## src/rtl/rc4_pkg.sv

```systemverilog
// Shared types and constants for the RC4 key-scheduling datapath.
package rc4_pkg;

   localparam int unsigned BYTE_W     = 8;
   localparam int unsigned SBOX_DEPTH = 256;

   typedef enum logic [3:0] {
      StIdle,
      StInit,
      StRdI,
      StLdI,
      StRdJ,
      StLdJ,
      StWrJ,
      StWrI,
      StDone
   } ksa_state_t;

endpackage

```

## src/rtl/rc4_key_sel.sv

```systemverilog
// Latched key register plus the key-byte index k; presents key[k] to the KSA datapath.
module rc4_key_sel
   import rc4_pkg::*;
#(
   parameter int unsigned KEY_BYTES = 3
) (
   input  logic                          clk,
   input  logic                          reset,
   input  logic                          load_i,
   input  logic                          adv_i,
   input  logic                          clr_i,
   input  logic [BYTE_W*KEY_BYTES-1:0]   key_i,
   output logic [BYTE_W-1:0]             key_byte_o
);

   localparam int unsigned KW = (KEY_BYTES > 1) ? $clog2(KEY_BYTES) : 1;
   localparam logic [KW-1:0] KLast = KW'(KEY_BYTES - 1);

   logic [BYTE_W*KEY_BYTES-1:0] key_q, key_d;
   logic [KW-1:0]               k_q, k_d;

   always_comb begin
      key_d = key_q;
      k_d   = k_q;
      if (load_i) begin
         key_d = key_i;
      end
      if (clr_i) begin
         k_d = '0;
      end else if (adv_i) begin
         // Compare-and-wrap avoids a modulo divider for non-power-of-two key lengths.
         k_d = (k_q == KLast) ? '0 : k_q + KW'(1);
      end
   end

   // Byte 0 sits in the most-significant byte of the key vector.
   always_comb begin
      key_byte_o = '0;
      for (int unsigned n = 0; n < KEY_BYTES; n++) begin
         if (k_q == KW'(n)) begin
            key_byte_o = key_q[BYTE_W*(KEY_BYTES-1-n) +: BYTE_W];
         end
      end
   end

   always_ff @(posedge clk or negedge reset) begin
      if (!reset) begin
         key_q <= '0;
         k_q   <= '0;
      end else begin
         key_q <= key_d;
         k_q   <= k_d;
      end
   end

endmodule

```

## src/rtl/rc4_ksa_engine.sv

```systemverilog
// RC4 key-scheduling engine: optional identity fill, then the 256-step KSA scramble
// over a single-port synchronous S-box RAM, with a start/busy/done handshake.
module rc4_ksa_engine
   import rc4_pkg::*;
#(
   parameter int unsigned KEY_BYTES = 3
) (
   input  logic                          clk,
   input  logic                          reset,
   input  logic                          start,
   input  logic                          init_en,
   input  logic [BYTE_W*KEY_BYTES-1:0]   key,
   output logic [BYTE_W-1:0]             mem_addr,
   output logic [BYTE_W-1:0]             mem_wrdata,
   output logic                          mem_wren,
   input  logic [BYTE_W-1:0]             mem_rddata,
   output logic                          busy,
   output logic                          done
);

   localparam logic [BYTE_W-1:0] ILast = BYTE_W'(SBOX_DEPTH - 1);

   ksa_state_t        state_q, state_d;
   logic [BYTE_W-1:0] i_q, i_d;
   logic [BYTE_W-1:0] j_q, j_d;
   logic [BYTE_W-1:0] si_q, si_d;
   logic [BYTE_W-1:0] sj_q, sj_d;

   logic              key_load;
   logic              k_adv;
   logic              k_clr;
   logic [BYTE_W-1:0] key_byte;

   rc4_key_sel #(
      .KEY_BYTES (KEY_BYTES)
   ) u_key_sel (
      .clk        (clk),
      .reset      (reset),
      .load_i     (key_load),
      .adv_i      (k_adv),
      .clr_i      (k_clr),
      .key_i      (key),
      .key_byte_o (key_byte)
   );

   always_comb begin
      state_d  = state_q;
      i_d      = i_q;
      j_d      = j_q;
      si_d     = si_q;
      sj_d     = sj_q;
      key_load = 1'b0;
      k_adv    = 1'b0;
      k_clr    = 1'b0;
      unique case (state_q)
         StIdle: begin
            if (start) begin
               key_load = 1'b1;
               k_clr    = 1'b1;
               i_d      = '0;
               j_d      = '0;
               state_d  = init_en ? StInit : StRdI;
            end
         end
         StInit: begin
            i_d = i_q + 8'd1;
            if (i_q == ILast) begin
               state_d = StRdI;
            end
         end
         StRdI: state_d = StLdI;
         StLdI: begin
            si_d    = mem_rddata;
            j_d     = j_q + mem_rddata + key_byte;
            state_d = StRdJ;
         end
         StRdJ: state_d = StLdJ;
         StLdJ: begin
            sj_d    = mem_rddata;
            state_d = StWrJ;
         end
         StWrJ: state_d = StWrI;
         StWrI: begin
            k_adv   = 1'b1;
            i_d     = i_q + 8'd1;
            state_d = (i_q == ILast) ? StDone : StRdI;
         end
         StDone:  state_d = StIdle;
         default: state_d = StIdle;
      endcase
   end

   // Moore outputs: decoded from registered state and counters only.
   always_comb begin
      mem_addr   = '0;
      mem_wrdata = '0;
      mem_wren   = 1'b0;
      busy       = (state_q != StIdle);
      done       = (state_q == StDone);
      unique case (state_q)
         StInit: begin
            mem_addr   = i_q;
            mem_wrdata = i_q;
            mem_wren   = 1'b1;
         end
         StRdI, StLdI: mem_addr = i_q;
         StRdJ, StLdJ: mem_addr = j_q;
         StWrJ: begin
            mem_addr   = j_q;
            mem_wrdata = si_q;
            mem_wren   = 1'b1;
         end
         StWrI: begin
            mem_addr   = i_q;
            mem_wrdata = sj_q;
            mem_wren   = 1'b1;
         end
         default: ;
      endcase
   end

   always_ff @(posedge clk or negedge reset) begin
      if (!reset) begin
         state_q <= StIdle;
         i_q     <= '0;
         j_q     <= '0;
         si_q    <= '0;
         sj_q    <= '0;
      end else begin
         state_q <= state_d;
         i_q     <= i_d;
         j_q     <= j_d;
         si_q    <= si_d;
         sj_q    <= sj_d;
      end
   end

endmodule

```

## config.mk

```make
export PLATFORM = sky130hd
export DESIGN_NAME = rc4_ksa_engine
export DESIGN_NICKNAME = d
export VERILOG_FILES = /design/src/rtl/rc4_pkg.sv /design/src/rtl/rc4_key_sel.sv /design/src/rtl/rc4_ksa_engine.sv
export SDC_FILE = /design/constraint.sdc
export NUM_CORES = 1
export LEC_CHECK = 0
export CAP_MARGIN = 10
export CELL_PAD_IN_SITES_DETAIL_PLACEMENT = 1
export CELL_PAD_IN_SITES_GLOBAL_PLACEMENT = 1
export CORE_AREA = 3 3 98 100
export DETAILED_ROUTE_END_ITERATION = 10
export DIE_AREA = 0 0 101 103
export MAX_ROUTING_LAYER = met4
export PLACE_DENSITY_LB_ADDON = 0.1
export SYNTH_ARGS = -nofsm -noshare
export SYNTH_HDL_FRONTEND = slang
export SYNTH_SLANG_ARGS = --single-unit
```

## constraint.sdc

```tcl
create_clock -name clk -period 3.2 [get_ports clk]
set_input_delay 0.48 -clock clk [delete_from_list [all_inputs] [get_ports clk]]
set_output_delay 0.48 -clock clk [all_outputs]
set_load 0.05 [all_outputs]
```

Word-level counts from Yosys, hierarchy flattened
Cells that the tools add are included.
{ "classes": {"add_sub_neg": 4, "n_mul": 0, "div_mod_pow": 0, "n_lt_le_gt_ge": 0, "n_eq_ne": 13, "n_shift": 0, "n_mux": 20, "bitwise_logic": 0, "n_reduce_logical": 13} }
{ "ops": {"columns": ["cell", "n"], "rows": [
  ["one-hot mux 8 bit (2 select lines)", 3],
  ["2-to-1 mux 8 bit", 4],
  ["one-hot mux 4 bit (8 select lines)", 1],
  ["one-hot mux 8 bit (3 select lines)", 1],
  ["adder 8 bit", 2],
  ["equality test 4 x 3 -> 1 bit, second input constant", 4],
  ["2-to-1 mux 4 bit", 3],
  ["adder 8 x 1 -> 8 bit, second input constant", 1],
  ["equality test 4 x 2 -> 1 bit, second input constant", 2],
  ["equality test 8 bit, second input constant", 1],
  ["2-to-1 mux 2 bit", 4],
  ["AND reduction 2 bit", 3],
  ["nonzero test 2 bit", 3],
  ["OR reduction 3 bit", 2],
  ["equality test 4 x 1 -> 1 bit, second input constant", 1],
  ["equality test 4 bit, second input constant", 1],
  ["logical NOT 4 bit", 1],
  ["2-to-1 mux 1 bit", 4],
  ["inequality test 2 bit, second input constant", 2],
  ["nonzero test 4 bit", 1],
  ["OR reduction 4 bit", 1],
  ["adder 2 x 1 -> 2 bit, second input constant", 1],
  ["equality test 2 x 1 -> 1 bit, second input constant", 1],
  ["equality test 2 bit, second input constant", 1],
  ["other kinds (2)", 2]
]} }
{ "word_totals": {"regBits": 62, "latch_bits": 0, "ramBits": 0, "rom_bits": 0, "input_bits": 36, "out_inout_bits": 19, "wordCells": 57, "mem_count": 0} }

Logic depth before layout (Yosys ltp)
Gate-level depths: netlist of run 1.
{ "logic_depth": {"word_depth": 6, "depth_mapped": 13, "ltp_nobuf": 12} }

Hierarchy
From an unflattened synthesis of run 1, not the netlist that was laid out.
{ "unflattened": {"hier_cells": 346, "hier_area_um2": 3633.5} }
{ "modules_own_cells": {"columns": ["module", "n_inst", "cells_per_inst", "area_each_um2", "seq_area_each_um2"], "rows": [
  ["rc4_ksa_engine", 1, 267, 2374.8, 900.9],
  ["rc4_key_sel", 1, 79, 1258.7, 650.6]
]} }

Least setup slack after synthesis of run 1
OpenSTA, ideal clock, no wires.
{ "synth_timing": {"path_type": "flip-flop to output port", "from": "register state_q[2]", "to": "output port mem_addr[2]", "t_arrival_ns": 3.351, "slack_ns": -0.631, "path_stages_with_launch": 6, "n_path_buf": 1, "path_cell_list": "dfrtp_1 -> buf_4 -> inv_1 -> a21oi_4 -> nor2_1 -> a2111oi_0"} }
{ "synth_via": {"elab_chain_cells": 3, "elab_cells_between_ends": 10} }
{ "synth_rtl": {"columns": ["element", "line", "rtl"], "rows": [
  ["start, declared", "rc4_ksa_engine.sv:23", "ksa_state_t state_q, state_d;"],
  ["start signal, assigned", "rc4_ksa_engine.sv:124", "state_q <= StIdle;"],
  ["start signal, assigned", "rc4_ksa_engine.sv:130", "state_q <= state_d;"],
  ["equality test 4 x 3 -> 1 bit (tied with other cells)", "rc4_ksa_engine.sv:100", "unique case (state_q)"],
  ["OR reduction 4 bit (no source line) or OR reduction 3 bit (tied branches)", null, null],
  ["one-hot mux 8 bit (2 select lines) (*)", "rc4_ksa_engine.sv:100", null],
  ["end, declared", "rc4_ksa_engine.sv:13", "output logic [BYTE_W-1:0] mem_addr,"]
]} }
Mark *: on every way between the ends. The rest lies on a longest branch, timed or not.

Worst setup path in the final report of run 1
{ "layout_timing": {"from": "register state_q[1]", "to": "output port mem_addr[6]"} }
The elaborated chain is that of the path after synthesis.

==> results of run 1 <==
-- report_power, final --
group | total (W) | internal [W] | switching (W)
logic | 0.000900 | 0.000378 | 0.000522
registers | 0.000927 | 0.000844 | 0.0000824
clock network | 0.000794 | 0.000478 | 0.000317
-- layer usage --
metal,vias to the layer above,wire length (µm),global-route usage (%)
met5,-,0,-
met4,0,119,7.06
met3,11,349,3.25
met2,59,5020,35.6
met1,1479,4240,24.1
li1,1422,-,-
-- path summary, 6_finish.rpt --
check | startpoint | to | slack, ns | cells past startpoint
worst max-delay path | state_q[1] | mem_addr[6] | 0.17 | 4
worst min-delay path | reset | i_q[4] | 0.31 | 2
worst max register to register | u_key_sel.k_q[0] | j_q[7] | 0.29 | 11
worst min register to register | u_key_sel.key_q[11] | u_key_sel.key_q[11] | 0.48 | 2
max in group asynchronous | reset | u_key_sel.key_q[14] | 2.33 | 2
min in group clk | u_key_sel.key_q[11] | u_key_sel.key_q[11] | 0.48 | 2
-- worst max-delay path: cells and delay by family (launching register included) --
family,cells,cell delay (ns)
flip-flops,1,0.62
AND/OR/NAND/NOR,2,0.61
buffers and inverters,1,0.86
AO/OA/AOI/OAI,1,0.11
-- cells by family after synthesis --
group	share of synthesized area, %
compound gates	14.1
xor+xnor	1.74
fa+ha+maj	7.05
buf+inv	5.13
flops	44.1
mux	7.37
simple gates	20.4
-- per-stage QoR --
step / util (%) / hold WS (ns) / setup slack [ns]
after floorplan: - / 0.184 / 0.0439
after CTS: 49.8 / 0.348 / 0.125
after detailed placement: 47.2 / 0.469 / 0.265
after global placement: 47.2 / 0.458 / 0.310
after global routing: 49.8 / 0.387 / 0.0255
final: 49.8 / 0.312 / 0.174
-- cells in the final DEF (no fill, tap or decap), drive strengths merged, types with 2 or more instances in the layout --
cell,synthesis,final
nand2,94,94
dfrtp,62,62
clkdlybuf4s50,0,40
nor2,34,34
o21ai,30,30
buf,12,25
inv,21,21
mux2,15,15
clkbuf,6,12
a21oi,11,11
mux2i,9,9
nand3,9,9
a222oi,8,8
fa,8,8
ha,7,7
a2111oi,6,6
xnor2,5,5
nand2b,4,4
and3,4,4
nor3,4,4
o22ai,3,3
nor3b,3,3
or2,3,3
nor4,2,2
nor2b,2,2
a21o,2,2
a31oi,2,2
xor2,2,2
bufinv,0,2
a211oi,2,2
-- area by class of cell --
class,count,area (µm²)
Clock buffer,12,155
Clock inverter,3,67.6
Fill cell,1031,4400
Inverter,21,78.8
Multi-Input combinational cell,281,1790
Sequential cell,62,1550
Tap cell,108,135
Timing Repair Buffer,65,586
-- registers in the layout, indices dropped and copies added (netlist names) --
register	flops
u_key_sel.k_q	2
j_q	8
sj_q	8
i_q	8
u_key_sel.key_q	24
state_q	4
si_q	8
==> results.sh, run 1 <==
export IMPL_core_mm2=0.00876
export IMPL_grt_max_degree=63
export IMPL_fin_tns_setup_ns=0
export IMPL_fin_cells=552
export IMPL_power_leakage_nw=2.03
export IMPL_drv_cap=0
export IMPL_gp_congestion=0.815
export IMPL_syn_num_nets=433
export IMPL_dieArea_mm2=0.0104
export IMPL_powerDensity_mw_per_mm2=601
export IMPL_vdd_ir_drop_max_mv=0.224
export IMPL_grt_usage_pct=20.4
export IMPL_status="finished, final reports clean"
export IMPL_post_synth_top_count_cell="nand2_1"
export IMPL_cp_arrival_ns=2.55
export IMPL_dp_hpwl_um=7120
export IMPL_slew_viol_final=0
export IMPL_place_area_mm2=0.00414
export IMPL_dieWidth_um=101
export IMPL_clk_pin_slew_worst_paths_ns=0.07
export IMPL_first_global_vias=3123
export IMPL_via_count=2971
export IMPL_cts_resized=0
export IMPL_critPathKind="register to output port"
export IMPL_grt_pass1_wl_um=15900
export IMPL_yosysTopAreaCell="dfrtp_1"
export IMPL_crit_path_max_incr_delay_ns=0.86
export IMPL_ys_flop_type="dfrtp_1"
export IMPL_setup_viol=0
export IMPL_h_tree_depth=3
export IMPL_drtPass1Iterations=5
export IMPL_grt_antenna_before_repair=0
export IMPL_synth_edf_count=0
export IMPL_fin_crit_ns=3.03
export IMPL_netlist_area_mm2=0.00351
export IMPL_synth_seq_cells=62
export IMPL_drc=0
export IMPL_yosys_warnings=0
export IMPL_ant_nets=0
export IMPL_cts_max_path_buffers=2
export IMPL_total_power_w=0.00262
export IMPL_cp_required_ns=2.72
export IMPL_root_buffer="clkbuf_8"
export IMPL_insertion_delay_ns=0.34
export IMPL_numCtsBuffers=9
export IMPL_die_h_um=103
export IMPL_hold_viol=0
export IMPL_num_rows=34
export IMPL_dp_cells=537
export IMPL_avgViaCountPerCell=5.38
export IMPL_avgSynthCellArea_um2=9.20
export IMPL_end_kind="output port"
export IMPL_worst_path_max_delay_cell="clkdlybuf4s50_1"
export IMPL_io_buffers=54
export IMPL_cts_setup_buffers=0
export IMPL_diodes=0
export IMPL_fin_nets=491
export IMPL_synth_cell_types=53
export IMPL_ys_seq_area_share_pct=44.1
export IMPL_async_reset_ff_share_pct=100
export IMPL_netlist_instances=382
export IMPL_rsz0062_at_grt="no"
export IMPL_timing_final_crit_share_pct=94.6
export IMPL_cts_tree="done"
export IMPL_cts_sinks=62
export IMPL_path_cells="or2_1 -> a21oi_1 -> nor4_1 -> clkdlybuf4s50_1"
export IMPL_drtIter0Drc=118
export IMPL_yosys_area_top_type_share_pct=44.1
export IMPL_post_drt_wl_per_cell_um=17.6
export IMPL_wl_um=9730
export IMPL_fmax_mhz=330
export IMPL_clock_skew_ns=0.00673
export IMPL_grt_remaining_overflow=0
export IMPL_tightestPinTransition_ns=0.833
export IMPL_yosys_top_cells_count="nand2_1, dfrtp_1, nor2_1, o21ai_0, inv_1"
export IMPL_ioPinCount=55
export IMPL_area_growth_pct=24.1
export IMPL_critPathLaunchType="register"
export IMPL_hold_class="primary input to async pin"
export IMPL_start_util_pct=40.1
export IMPL_fin_area_mm2=0.00436
export IMPL_relSlewSlack_pct=44.5
export IMPL_drive_gt1_share_pct=14.9
export IMPL_synth_area_leaders="dfrtp_1, nand2_1, mux2_2, fa_1, o21ai_0"
export IMPL_cts_hold_fix_buffers=0
export IMPL_crit_fanout=12
No activity file was read; power rests on OpenSTA's default activity.
==> run 2, diff against run 1 <==
Settings changed: REMOVE_ABC_BUFFERS set to 1.
==> results.sh, run 2 (synthesis gave the netlist of run 1 again) <==
export IMPL_start_util_pct=40.1
export IMPL_reg2reg_slack_ns=0.23
export IMPL_cts_sinks=62
export IMPL_grt_usage_pct=20.4
export IMPL_place_area_mm2=0.00414
export IMPL_cts_max_path_buffers=2
export IMPL_die_h_um=103
export IMPL_drc=0
export IMPL_largest_register_ffs=24
export IMPL_root_buffer="clkbuf_8"
export IMPL_drive_gt1_share_pct=14.9
export IMPL_cp_arrival_ns=2.56
export IMPL_powerDensity_mw_per_mm2=583
export IMPL_utilization_pct=49.5
export IMPL_cp_required_ns=2.72
export IMPL_fill_cells=1028
export IMPL_fin_area_mm2=0.00434
export IMPL_avgViaCountPerCell=5.38
export IMPL_r2r_start="u_key_sel.k_q[0]"
export IMPL_cp_depth=5
export IMPL_grt_pass1_wl_um=15900
export IMPL_ioPinCount=55
export IMPL_grt_max_degree=63
export IMPL_cts_setup_buffers=0
export IMPL_dp_slack_ns=0.197
export IMPL_layout_commonest_cell="nand2_1"
export IMPL_mostFrequentLayoutCells="nand2_1, dfrtp_1, clkdlybuf4s50_1"
export IMPL_critPathKind="register to output port"
export IMPL_critPathLaunchType="register"
export IMPL_total_power_w=0.00253
export IMPL_top_register="u_key_sel.key_q"
export IMPL_fin_nets=490
export IMPL_fin_crit_ns=3.04
export IMPL_slew_viol_final=0
export IMPL_holdWs_ns=0.135
export IMPL_vdd_ir_drop_max_mv=0.245
export IMPL_hold_class="primary input to async pin"
export IMPL_drtIter0Drc=135
export IMPL_path_cells="nor2_1 -> a21oi_1 -> o22ai_1 -> nor3_1 -> clkdlybuf4s50_1"
export IMPL_layout_setup_ws_ns=0.156
export IMPL_gp_congestion=0.853
export IMPL_drv_cap=0
export IMPL_numCtsBuffers=9
export IMPL_h_tree_depth=3
export IMPL_area_growth_pct=23.5
export IMPL_ant_nets=0
export IMPL_fmax_mhz=329
export IMPL_via_count=2968
export IMPL_first_global_vias=3157
export IMPL_timing_rr_end="j_q[7]"
export IMPL_diodes=0
export IMPL_drtPass1Iterations=5
export IMPL_post_drt_wl_per_cell_um=17.3
export IMPL_crit_path_max_incr_delay_ns=0.85
export IMPL_power_leakage_nw=2.03
export IMPL_endpoint="mem_addr[0]"
export IMPL_worst_path_max_delay_cell="clkdlybuf4s50_1"
export IMPL_status="finished, final reports clean"
export IMPL_end_kind="output port"
export IMPL_tightestPinTransition_ns=0.658
export IMPL_crit_path_start="state_q[1]"
export IMPL_wl_um=9530
export IMPL_io_buffers=54
export IMPL_clock_skew_ns=0.0124
export IMPL_insertion_delay_ns=0.34
export IMPL_clk_pin_slew_worst_paths_ns=0.08
export IMPL_setup_viol=0
export IMPL_rsz0062_at_grt="no"
export IMPL_critPathBufInv=1
export IMPL_dp_hpwl_um=6800
export IMPL_hold_viol=0
export IMPL_grt_remaining_overflow=0
export IMPL_num_rows=34
export IMPL_timing_final_crit_share_pct=95.1
export IMPL_grt_antenna_before_repair=0
export IMPL_dieWidth_um=101
export IMPL_crit_family="buffers and inverters"
export IMPL_core_mm2=0.00876
export IMPL_cts_tree="done"
export IMPL_crit_fanout=12
export IMPL_dieArea_mm2=0.0104
export IMPL_relSlewSlack_pct=56.0
export IMPL_ff2ff_path_depth=12
[run 2: worst reg2reg max path, cell delays in order, from the launching register on]
cell	delay, ns
dfrtp_1	0.59
nor2b_1	0.12
buf_4	0.18
nand2_1	0.06
o21ai_0	0.14
fa_1	0.55
inv_1	0.07
fa_1	0.45
nor2b_1	0.18
o31a_1	0.18
o22ai_1	0.10
xnor2_1	0.13
o21ai_0	0.08
[run 2: cell type report]
type / instances / area (µm²) / share of cell area, %
timing repair buffer: 64 / 593 / 13.7
clock inverter: 5 / 58.8 / 1.35
multi-input combinational: 281 / 1780 / 41.1
sequential: 62 / 1550 / 35.7
clock buffer: 11 / 141 / 3.26
tap: 108 / 135 / 3.11
inverter: 21 / 78.8 / 1.82
[run 2: per-stage QoR]
step                      cells  TNS, ns
after floorplan             364    -2.82
after global placement      536        0
after detailed placement    536        0
after CTS                   552        0
after global routing        552        0
final                       552        0
[run 2: metal layers]
| metal | vias to the layer above | share of wire [%] | track usage [%] |
|---|---|---|---|
| li1 | 1417 | - | - |
| met1 | 1473 | 45 | 25.1 |
| met2 | 71 | 49 | 34.2 |
| met3 | 7 | 4.1 | 2.84 |
| met4 | 0 | 1.3 | 8.18 |
| met5 | - | 0 | - |
[run 2: timing repair]
action / in CTS / in global routing
hold buffers: 0 / 0
gates resized for setup: 0 / 1
endpoints found under the setup margin: 0 / 1
[run 2: where the power goes]
group          total (W)  internal [W]  switching (W)
Sequential      0.000936      0.000844      0.0000919
Clock           0.000702      0.000381       0.000321
Combinational   0.000892      0.000374       0.000518
Total            0.00253       0.00160       0.000930
[run 2: worst min path at each step]
| stage | start | to | slack [ns] | depth (start not counted) |
|---|---|---|---|---|
| 2_1_floorplan | reset | i_q[0] | 0.18 | 0 |
| 3_3_place_gp | u_key_sel.key_q[15] | u_key_sel.key_q[15] | 0.46 | 2 |
| 3_5_place_dp | u_key_sel.key_q[13] | u_key_sel.key_q[13] | 0.47 | 2 |
| 4_1_cts | reset | i_q[3] | 0.15 | 2 |
| 5_1_grt | reset | i_q[2] | 0.14 | 2 |
| 6_report | reset | i_q[4] | 0.13 | 2 |
==> run 3, diff against run 2 <==
Settings changed: HOLD_SLACK_MARGIN set to 0.08.
==> results of run 3 <==
No change in the layout: final DEF, timing and power equal those of run 2.
==> RTL edit 1: new RTL, flow settings as in run 1 <==
Register the inputs `start`, `init_en`, `key` and `mem_rddata` before use, cleared by the reset. The logic sees them one clock later.
--- a/src/rtl/rc4_ksa_engine.sv
+++ b/src/rtl/rc4_ksa_engine.sv
@@ -22,2 +22,21 @@
 
+   logic start_q;
+   logic init_en_q;
+   logic [BYTE_W*KEY_BYTES-1:0] key_r;
+   logic [BYTE_W-1:0] mem_rddata_q;
+
+   always_ff @(posedge clk or negedge reset) begin
+      if (!reset) begin
+         start_q      <= '0;
+         init_en_q    <= '0;
+         key_r        <= '0;
+         mem_rddata_q <= '0;
+      end else begin
+         start_q      <= start;
+         init_en_q    <= init_en;
+         key_r        <= key;
+         mem_rddata_q <= mem_rddata;
+      end
+   end
+
    ksa_state_t        state_q, state_d;
@@ -41,3 +60,3 @@
       .clr_i      (k_clr),
-      .key_i      (key),
+      .key_i      (key_r),
       .key_byte_o (key_byte)
@@ -56,3 +75,3 @@
          StIdle: begin
-            if (start) begin
+            if (start_q) begin
                key_load = 1'b1;
@@ -61,3 +80,3 @@
                j_d      = '0;
-               state_d  = init_en ? StInit : StRdI;
+               state_d  = init_en_q ? StInit : StRdI;
             end
@@ -72,4 +91,4 @@
          StLdI: begin
-            si_d    = mem_rddata;
-            j_d     = j_q + mem_rddata + key_byte;
+            si_d    = mem_rddata_q;
+            j_d     = j_q + mem_rddata_q + key_byte;
             state_d = StRdJ;
@@ -78,3 +97,3 @@
          StLdJ: begin
-            sj_d    = mem_rddata;
+            sj_d    = mem_rddata_q;
             state_d = StWrJ;
Function: changed (Yosys sat finds a counterexample within 4 cycles, from zero or initial values and one cycle with reset low).
==> RTL edit 1 against run 1 <==
- worst setup slack gained 0.070 ns
- cell area rose by 18%
- clock skew is 0.0062 ns higher
- synthesized area grew 23%
- via count grew 7.8%
- synthesized cell count up 9.9%
- routed wire length grew 5.9%
- global-route usage is 1.9 points higher
- sequential cell count increased by 34
Power is not compared: it rests on default switching activity, and its combinational part moved more than twofold at a synthesized area within 25%.
==> RTL edit 1: results (changes against run 1) <==
run_status: "finished, final reports clean"  # unchanged
ys_seq_area_share_pct: 55.4  # was 44.1%
yosys_warnings: 0  # unchanged
relSlewSlack_pct: 40.5  # was 44.5%
grt_usage_pct: 22.3  # was 20.4%
portBuffers: 54  # unchanged
drive_gt1_share_pct: 11.7  # was 14.9%
firstDrtPassIters: 4  # was 5
power.leakage_nw: 2.56
synth_top_cells_by_count: "126 x nand2_1, 96 x dfrtp_1, 23 x o21ai_0, 15 x a21oi_1, 15 x inv_1"  # was 94 x nand2_1, 62 x dfrtp_1, 31 x nor2_1, 24 x o21ai_0, 21 x inv_1
routed_wl_mm: 10.3  # was 9.73 mm
cts.clk_slew.worst_paths_ns: 0.09  # was 0.07 ns
drtIter0Drc: 166  # was 118
place_congestion: 0.811  # was 0.815
syn_inst: 420  # was 382
post_cts_buffers: 0  # unchanged
placed_area_sq_um: 4950  # was 4140 sq um
hpwl_mm: 7.56  # was 7.12 mm
vias_per_cell: 5.47  # was 5.38
arrival_ns: 3.20  # was 2.55 ns
syn_nets: 471  # was 433
clkLatencyLatePin_ns: 0.37  # was 0.34 ns
final_cells: 586  # was 552
pre_cts_ws_ns: 0.255  # was 0.265 ns
grt_pass1_vias: 3440  # was 3123
cp_max_fo: 8  # was 12
dp.cells: 570  # was 537
antenna_found_initial: 0  # unchanged
fin_skew_ns: 0.0129  # was 0.00673 ns
synthToLayoutAreaGrowth_pct: 19.0  # was 24.1%
final_nets: 524  # was 491
n_fill_cell: 956  # was 1031
hp-class: "input pin to asynchronous set/reset pin"  # unchanged
clk_path_buf_depth: 2  # unchanged
grt_pass1_wl_mm: 17.2  # was 15.9 mm
grt_start_max_net_pins: 53  # was 63
synthDistinctLibCells: 49  # was 53
synth_area_leaders: "dfrtp_1 55%, nand2_1 11%, fa_1 3.7%"  # was dfrtp_1 44%, nand2_1 10%, mux2_2 4.8%
-- RTL edit 1: cell type report --
type	count	share of cell area [%]
Timing Repair Buffer	61	11.6
Tap cell	108	2.62
Inverter	15	1.09
Clock inverter	6	1.07
Multi-Input combinational cell	290	34.4
Clock buffer	10	2.67
Sequential cell	96	46.6
-- RTL edit 1: cells by family after synthesis --
kind of cell | synth area share (%)
buf+inv | 3.67
compound gates | 9.27
simple gates | 20.4
mux | 4.16
fa+ha+maj | 5.72
flops | 55.4
xor+xnor | 1.41
-- RTL edit 1: timing repair --
action / in CTS / in global routing
gates cloned: 0 / 0
gates resized for setup: 1 / 7
endpoints found under the setup margin: 1 / 7
hold buffers: 0 / 0
-- RTL edit 1: final timing paths --
kind,from,end,slack [ns],cells past startpoint
worst max-delay path,u_key_sel.k_q[0],j_q[7],0.24,12
worst min-delay path,reset,state_q[0],0.14,1
worst max register to register,u_key_sel.k_q[0],j_q[7],0.24,12
worst min register to register,key_r[22],u_key_sel.key_q[22],0.45,2
max in group asynchronous,reset,key_r[9],2.40,2
min in group clk,key_r[22],u_key_sel.key_q[22],0.45,2
-- RTL edit 1: per-layer routing --
layer | routed length (um) | vias to the layer above | track usage, % | part of all wire [%]
li1 | - | 1501 | - | -
met4 | 186 | 0 | 7.06 | 1.8
met1 | 4310 | 1609 | 26.7 | 42
met3 | 476 | 16 | 4.87 | 4.6
met5 | 0 | - | - | 0
met2 | 5330 | 78 | 37.9 | 52
-- RTL edit 1: power by group --
group	total [mW]	internal (mW)	leakage (nW)	switching [mW]
clock	0.774	0.322	0.100	0.452
combinational	2.65	1.06	1.28	1.60
sequential	1.89	1.57	1.18	0.326
total	5.32	2.95	2.56	2.38
-- RTL edit 1: worst max-delay path: stages (launching register included) --
cell     delay [ns]
dfrtp_1        0.49
nor2b_1        0.45
nand2_1        0.09
o21ai_0        0.13
fa_1           0.46
ha_1           0.22
inv_1          0.07
fa_1           0.21
nor2b_1        0.07
o31a_1         0.26
o22ai_1        0.17
xnor2_1        0.14
o21ai_1        0.07
==> RTL edit 2: new RTL, settings of run 1 <==
Without the edit above. `KEY_BYTES` is set to 3 in 2 places; all go to 6.
--- a/src/rtl/rc4_key_sel.sv
+++ b/src/rtl/rc4_key_sel.sv
@@ -4,3 +4,3 @@
 #(
-   parameter int unsigned KEY_BYTES = 3
+   parameter int unsigned KEY_BYTES = 6
 ) (
--- a/src/rtl/rc4_ksa_engine.sv
+++ b/src/rtl/rc4_ksa_engine.sv
@@ -5,3 +5,3 @@
 #(
-   parameter int unsigned KEY_BYTES = 3
+   parameter int unsigned KEY_BYTES = 6
 ) (
Interface: changed (resized key); port bits go from 55 to 79. The function was not compared with the original's and may differ.
==> RTL edit 2 against run 1 <==
- the run now ends with setup timing left
- total power increased by 26%
- sequential cell count increased by 25
- routed wire length increased by 100%
- combinational power increased by 21%
- hold slack got worse by 0.19 ns
- clock skew increased by 0.0097 ns
- cell area increased by 39%
- utilization increased by 19 points
- worst setup slack got worse by 0.44 ns
- synthesized area increased by 34%
- largest power group unchanged
==> RTL edit 2: results (changes against run 1) <==
worst_slack_ns: -0.269  # was 0.174 ns
cp_max_fo: 6  # was 12
hpwl_mm: 10.4  # was 7.12 mm
pre_cts_ws_ns: -0.0831  # was 0.265 ns
rr_worst_depth: 14  # was 11
synthMuxAreaShare_pct: 5.94  # was 7.37%
grt_start_max_net_pins: 88  # was 63
power.leakage_nw: 3.02  # was 2.03 nW
relSlewSlack_pct: 34.4  # was 44.5%
vias: 4720  # was 2971
run_status: "complete, but fails checks"  # was finished, final reports clean
synth_area_leaders: "dfrtp_1 46%, nand2_1 15%, mux2_2 3.6%"  # was dfrtp_1 44%, nand2_1 10%, mux2_2 4.8%
synth_compound_area_share_pct: 10.8  # was 14.1%
cts.clk_slew.worst_paths_ns: 0.10  # was 0.07 ns
ys_seq_area_share_pct: 46.4  # was 44.1%
synthDistinctLibCells: 44  # was 53
max-vdd-ir-drop_v: 0.000520  # was 0.000224 V
synth-xor-area-share_pct: 1.49  # was 1.74%
synth_top_cells_by_count: "185 x nand2_1, 87 x dfrtp_1, 43 x nor2_1, 31 x a21oi_1, 25 x o21ai_0"  # was 94 x nand2_1, 62 x dfrtp_1, 31 x nor2_1, 24 x o21ai_0, 21 x inv_1
syn_nets: 624  # was 433
final_nets: 705  # was 491
power.switching_mw: 1.18  # was 0.921 mW
drive_gt1_share_pct: 14.2  # was 14.9%
synthAdderAreaFrac_pct: 5.54  # was 7.05%
slowest_delay_ns: 0.51  # was 0.86 ns
routed_wl_mm: 19.8  # was 9.73 mm
place_congestion: 0.884  # was 0.815
arrival_ns: 3.69  # was 2.55 ns
portBuffers: 78  # was 54
path_delay_family: "compound AO/OA/AOI/OAI gates"  # was buffers and inverters
failed_checks: "setup timing"
fin_skew_ns: 0.0165  # was 0.00673 ns
slowest_stage: "fa_1"  # was clkdlybuf4s50_1
drtIter0Drc: 412  # was 118
setup_viol_count_final: 2  # was 0
grt_pass1_wl_mm: 25.0  # was 15.9 mm
grt_usage_pct: 32.3  # was 20.4%
grt_pass1_vias: 4871  # was 3123
antenna_found_initial: 0  # unchanged
firstDrtPassIters: 8  # was 5
largest_reg_flops: 48  # was 24
clkLatencyLatePin_ns: 0.39  # was 0.34 ns
-- RTL edit 2: cell types whose count changed in the layout (fill, tap and decap cells not counted), moves of 11 or more --
cell	before	now
nand2_1	94	185
dlymetal6s2s_1	0	16
dfrtp_1	62	86
nor2_1	31	42
a21oi_1	10	25
clkdlybuf4s50_1	40	61
-- RTL edit 2: routing by layer --
metal	vias to the layer above	share of wire (%)	GRT usage (%)
li1	1978	-	-
met1	2351	37	39.0
met2	300	50	53.4
met3	91	7.7	5.89
met4	0	5.7	13.6
met5	-	0	-
-- RTL edit 2: power by group through the flow --
stage	Sequential (mW)	Combinational, mW	Clock (mW)
6_report	1.24	1.09	0.959
3_5_place_dp	1.25	0.936	0
5_1_grt	1.25	1.16	0.996
2_1_floorplan	1.23	0.595	0
4_1_cts	1.23	0.984	0.935
3_3_place_gp	1.25	0.880	0
-- RTL edit 2: final cells by class --
type / instances / area [sq um]
repair buffers: 102 / 1020
clock buffers: 10 / 128
multi-input cells: 413 / 2410
inverters: 16 / 60.1
clock inverters: 5 / 108
flip-flops and latches: 87 / 2180
well taps: 108 / 135
fillers: 988 / 2720
-- RTL edit 2: through the flow --
step | setup TNS [ns] | cell area, sq um | power, mW | std cells | hold slack, ns
final | -0.493 | 6050 | 3.30 | 741 | 0.118
after CTS | -0.0258 | 5920 | 3.15 | 737 | 0.167
after global routing | -0.932 | 6050 | 3.40 | 741 | 0.154
after detailed placement | -0.0831 | 5620 | 2.19 | 719 | 0.466
after floorplan | -0.367 | 4740 | 1.82 | 548 | 0.184
after global placement | 0 | 5620 | 2.13 | 719 | 0.458
-- RTL edit 2: what timing repair did --
action | CTS | global route
buffers inserted | 3 | 5
gates resized for setup | 15 | 34
endpoints found under the setup margin | 7 | 20
pin swaps | 7 | 7
-- RTL edit 2: logic make-up after synthesis --
group,Yosys count
AND/OR/NAND/NOR,279
flip-flops,87
AO/OA/AOI/OAI,84
buffers and inverters,48
multiplexers,26
adder cells (fa/ha/maj),16
XOR/XNOR,8
-- RTL edit 2: final timing paths --
kind | endpoint | from
worst max-delay path | j_q[7] | u_key_sel.k_q[0]
worst min-delay path | u_key_sel.key_q[41] | reset
worst max register to register | j_q[7] | u_key_sel.k_q[0]
worst min register to register | u_key_sel.key_q[1] | u_key_sel.key_q[1]
max in group asynchronous | u_key_sel.k_q[0] | reset
min in group clk | u_key_sel.key_q[1] | u_key_sel.key_q[1]
